===== config.mk =====
export PLATFORM = sky130hd
export DESIGN_NAME = alu_share_arb
export DESIGN_NICKNAME = d
export VERILOG_FILES = /design/src/rtl/alu_share_arb.sv
export SDC_FILE = /design/constraint.sdc
export NUM_CORES = 1
export LEC_CHECK = 0
export ABC_AREA = 1
export CORE_MARGIN = 1
export CORE_UTILIZATION = 40
export DETAILED_ROUTE_END_ITERATION = 8
export GPL_TIMING_DRIVEN = 0
export PLACE_DENSITY = 0.85
export SLEW_MARGIN = 10
export SYNTH_ARGS = -nofsm -noshare
export SYNTH_HDL_FRONTEND = slang
export SYNTH_SLANG_ARGS = --single-unit

===== constraint.sdc =====
create_clock -name clk -period 2 [get_ports clk]
set_input_delay 0.5 -clock clk [delete_from_list [all_inputs] [get_ports clk]]
set_output_delay 0.5 -clock clk [all_outputs]
set_load 0.05 [all_outputs]

===== src/rtl/alu_share_arb.sv =====
// ---------------------------------------------------------------------------
// alu_share_arb : round-robin arbiter/sequencer sharing one ALU between two ports
// Rev 1.0
// ---------------------------------------------------------------------------
`default_nettype none

module alu_share_arb #(
  parameter int DATA_W = 32,
  parameter int OP_W   = 4
) (
  input  logic              clk,
  input  logic              rst_n,
  input  logic              req0_valid,
  output logic              req0_ready,
  input  logic [DATA_W-1:0] req0_a,
  input  logic [DATA_W-1:0] req0_b,
  input  logic [OP_W-1:0]   req0_op,
  input  logic              req1_valid,
  output logic              req1_ready,
  input  logic [DATA_W-1:0] req1_a,
  input  logic [DATA_W-1:0] req1_b,
  input  logic [OP_W-1:0]   req1_op,
  output logic [DATA_W-1:0] alu_a,
  output logic [DATA_W-1:0] alu_b,
  output logic [OP_W-1:0]   alu_ctrl,
  input  logic [DATA_W-1:0] alu_result,
  input  logic              alu_carry,
  input  logic              alu_ovf,
  output logic              rsp_valid,
  input  logic              rsp_ready,
  output logic              rsp_id,
  output logic [DATA_W-1:0] rsp_result,
  output logic [3:0]        rsp_nzcv
);

  localparam logic [OP_W-1:0] OP_ADDS = OP_W'(2);

  typedef enum logic [1:0] {
    IDLE = 2'd0,
    EXEC = 2'd1,
    RESP = 2'd2
  } state_t;

  state_t state;
  logic   last_grant;
  logic   cur_id;
  logic   grant_valid;
  logic   grant_id;
  logic   fire;
  logic   is_adds;

  // Under contention the port that did not win last time goes next.
  assign grant_valid = req0_valid | req1_valid;
  assign grant_id    = (req0_valid && req1_valid) ? ~last_grant : req1_valid;
  assign req0_ready  = (state == IDLE) && grant_valid && !grant_id;
  assign req1_ready  = (state == IDLE) && grant_valid && grant_id;
  assign fire        = (state == IDLE) && grant_valid;
  assign is_adds     = (alu_ctrl == OP_ADDS);

  always_ff @(posedge clk or negedge rst_n) begin
    if (!rst_n) begin
      state      <= IDLE;
      last_grant <= 1'b1;
      cur_id     <= 1'b0;
      alu_a      <= '0;
      alu_b      <= '0;
      alu_ctrl   <= '0;
      rsp_valid  <= 1'b0;
      rsp_id     <= 1'b0;
      rsp_result <= '0;
      rsp_nzcv   <= 4'b0000;
    end else begin
      case (state)
        IDLE: begin
          if (fire) begin
            alu_a      <= grant_id ? req1_a  : req0_a;
            alu_b      <= grant_id ? req1_b  : req0_b;
            alu_ctrl   <= grant_id ? req1_op : req0_op;
            cur_id     <= grant_id;
            last_grant <= grant_id;
            state      <= EXEC;
          end
        end
        EXEC: begin
          rsp_result <= alu_result;
          rsp_nzcv   <= {alu_result[DATA_W-1], (alu_result == '0),
                         is_adds & alu_carry, is_adds & alu_ovf};
          rsp_id     <= cur_id;
          rsp_valid  <= 1'b1;
          state      <= RESP;
        end
        RESP: begin
          if (rsp_ready) begin
            rsp_valid <= 1'b0;
            state     <= IDLE;
          end
        end
        default: state <= IDLE;
      endcase
    end
  end

endmodule

`default_nettype wire

# == Word-level counts from Yosys, hierarchy flattened ==
# Cells that the tools add are included.
# W data, S select, Z words.
# classes
addsub,0
multipliers,0
div_mod_pow,0
order_cmp,0
eq_ne,5
n_shift,0
n_mux,9
bitwise_logic,4
reduce_logical,11
# op_table
operator,count
$mux W32,2
$logic_not A32 Y1,1
$pmux W2 S3,1
$reduce_and A2 Y1,3
$eq A4 B2 Y1 const B,1
$logic_and A1 B1 Y1,4
$mux W2,2
$mux W4,1
$ne A2 B2 Y1 const B,2
$and A1 B1 Y1,2
$eq A2 B1 Y1 const B,1
$eq A2 B2 Y1 const B,1
$logic_not A2 Y1,1
$mux W1,2
$pmux W1 S2,1
$reduce_bool A2 Y1,1
$logic_not A1 Y1,1
$not A1 Y1,1
$or A1 B1 Y1,1
# totals
reg_bits,110
latch_bits,0
mem_bits_rw,0
romBits,0
in_bits,175
out_inout_bits,108
wordCells,39
mem_count,0

# == Longest topological paths before layout ==
# depth
word_depth,4
ltp_mapped,8

# == Least setup slack after synthesis ==
# OpenSTA, ideal clock, no wires.
# synth_path
path_type,register to output
startpoint,register last_grant
endpoint,output req0_ready
arrival_ps,1166
t_required_ps,1500
path_slack_ps,334
stages_incl_launch_ff,6
n_path_buf,1
cell_sequence,dfstp_2 > nand2_1 > nand2_2 > inv_2 > nor2_8 > buf_2
# synth_via
elab_chain_cells,4
# synth_rtl
element,line_no,source
start: declaration,45,logic last_grant;
start signal: assignment,80,last_grant <= grant_id;
$not A1 Y1,54,assign grant_id = (req0_valid && req1_valid) ? ~last_grant : req1_valid;
$mux W1,54,
$logic_not A1 Y1,55,assign req0_ready = (state == IDLE) && grant_valid && !grant_id;
$logic_and A1 B1 Y1,55,
end: declaration,14,"output logic req0_ready,"
# No other way between the ends.

# == Final worst setup path ==
# layout_path
startpoint,register state[1]
endpoint,output req1_ready
# layout_via
elab_chain_cells,3
# layout_rtl
element,line_no,source
start: declaration,44,state_t state;
start signal: assignment,62,state <= IDLE;
start signal: assignment,81,state <= EXEC;
start signal: assignment,90,state <= RESP;
$logic_not A2 Y1,56,assign req1_ready = (state == IDLE) && grant_valid && grant_id;
$logic_and A1 B1 Y1 (2 in a row),56,
end: declaration,19,"output logic req1_ready,"
# No other way between the ends.

==> results.md <==
* Largest net degree at the start of global routing at 60
* Initial antenna violation count at 2
* Worst setup SP type: flop
* Worst Hold Class: in2async
* DR WL/cell at 15.0 µm
* Max rail drop VDD at 1.04 mV
* Final GP Congestion at 0.794
* Post-Syn Nets at 742
* Detailed-route via count at 4,813
* First-pass GRT wire length at 24.6 mm
* Die footprint at 0.0123 mm²
* Run status: finished, violations left
* P_leak at 4.10 nW
* Vias in the first global route at 4,814
* Worst skew pair latency at 340 ps
* Pwr dens at 1720 mW/mm²
* CTS Buf Count at 9
* Top-Level Pins at 283
* Detailed Route WL at 15.3 mm
* Hold Buf Count CTS at 0
* Placed wire-length estimate at 11.6 mm
* Skew final at 7.20 ps
* Sequential fraction of the synthesis area at 57.3%
* Setup Crit Path Kind: reg2out
* Commonest non-fill, non-tap cell in the layout: nand2_1
* Synthesized area per cell at 8.39 µm²
* # nets final at 1,044
* Layout area overhead at 69.3%
* Core footprint at 0.0115 mm²
* MaxCap Viol Count at 0
* Seq cells post-synth at 109
* Worst path required time at 1500 ps
* Crit. End Element: output pin
* Starting Density at 41.3%
* Die Width at 111 µm
* Crit Path Max Fanout at 7
* Root buffer selected by CTS: clkbuf_16
* Reg clk slew, reported paths at 70 ps
* DRT iter0 DRCs at 206
* H-tree Lvls at 3
* Peak Freq at 0.517 GHz
* Bufs on Longest Clock Path at 2
* CTS Sinks at 109
* Fill cell count at 967
* Overflow after GRT at 0
* Most frequent cells in the layout: 286 x nand2_1, 171 x clkdlybuf4s50_1, 108 x dfrtp_1
* Setup violations, final at 0
* CTS tree: yes
* Cell Rows at 39
* Final Hold Fails at 0
* Die Y-Extent at 111 µm
* Post-layout min period at 1930 ps
* Setup TNS Final at 0 ps
* Synth unique cells at 24
* Slew Viols, Final at 0
* Synth warn at 0
* Tot Pwr at 13.9 mW
* Period utilisation layout at 96.7%
* Share of cells above drive strength 1 at 8.12%
* Vias per std cell at 4.72
* Failing checks: DRC
* First-pass detailed-route iteration total at 7
* Port Buffer Count at 282
* DRT antenna net count at 0
* Max-slew headroom at 61.9%
* Cells after synthesis at 567
* GRT Total Usage at 25.8%
* Worst Tran Pin Value at 573 ps
* Synth Cell Area at 0.00476 mm²
* DRC viols at 36
* Critical Path AT at 1430 ps
final timing paths:
check / depth (start not counted) / end / from / slack, ps
min reg2reg: 2 / rsp_result[12] / rsp_result[12] / 470
max in group asynchronous: 2 / last_grant / rst_n / 1230
max: 5 / req1_ready / state[1] / 70
max reg2reg: 9 / alu_b[21] / state[1] / 300
min: 1 / rsp_result[26] / rst_n / 100
min in group clk: 2 / rsp_result[12] / rsp_result[12] / 470
routing by layer:
layer | track usage (%) | vias to the layer above | share of wire, %
met2 | 44.3 | 180 | 49
met1 | 31.0 | 2219 | 41
met3 | 5.58 | 33 | 6.8
met4 | 11.8 | 0 | 3.4
met5 | 0 | - | 0
li1 | - | 2381 | -
critical path: stages (launching register included):
cell and delay (ps):
dfrtp_1 420, nor2_2 170, o21ai_4 90, nor2_4 140, buf_6 140, buf_8 140
final cells by class:
| type | count | area, µm² | share of cell area (%) |
|---|---|---|---|
| Multi-Input combinational cell | 410 | 1780 | 22.0 |
| Clock inverter | 4 | 31.3 | 0.388 |
| Inverter | 19 | 71.3 | 0.886 |
| Timing Repair Buffer | 292 | 2810 | 34.9 |
| Clock buffer | 12 | 267 | 3.31 |
| Sequential cell | 109 | 2730 | 33.9 |
| Buffer | 28 | 184 | 2.28 |
| Antenna cell | 2 | 5.00 | 0.0621 |
| Tap cell | 143 | 179 | 2.22 |
cells by family after synthesis:
group	synth area share [%]
AND/OR/NAND/NOR	34.9
flip-flops	57.3
buffers and inverters	5.34
AO/OA/AOI/OAI	2.39
through the flow:
step                      hold slack [ps]  std cells  utilization (%)  setup slack (ps)  instance area, µm²
after floorplan                       204        567                -               334                4760
after detailed placement              461        993             67.6             -1050                7790
after global routing                  115       1019             69.9             -8.40                8050
final                                99.2       1019             69.9              66.8                8050
after global placement                454        992             67.4             -3810                7760
after CTS                            97.7       1012             69.4             0.558                7990
sequential cells by signal, summed over array words and instances (netlist names):
name / flops
alu_a: 32
alu_b: 32
alu_ctrl: 4
cur_id: 1
last_grant: 1
rsp_id: 1
rsp_nzcv: 3
rsp_result: 32
rsp_valid: 1
state: 2
cells in the mapped netlist, drive strengths merged:
library cell / number / share of area (%)
buf: 24 / 3.4
clkbuf: 5 / 0.39
dfrtp: 108 / 57
dfstp: 1 / 0.55
inv: 19 / 1.5
nand2: 297 / 25
nand3: 72 / 7.6
nor2: 22 / 2.3
o211ai: 1 / 0.16
o21a: 1 / 0.16
o21ai: 16 / 1.9
o21bai: 1 / 0.16
report_power, final:
group	switching (mW)	internal, mW	total (mW)
clock network	0.813	0.951	1.76
logic	5.95	2.34	8.29
registers	0.535	3.28	3.81
total	7.30	6.57	13.9
what timing repair did:
action / in CTS / in global routing
hold endpoints to repair: 0 / 0
setup buffers: 4 / 5
resized for setup: 119 / 7
endpoints found under the setup margin: 103 / 6
pin swaps: 3 / 2
Power figures use the tool's default switching activity.
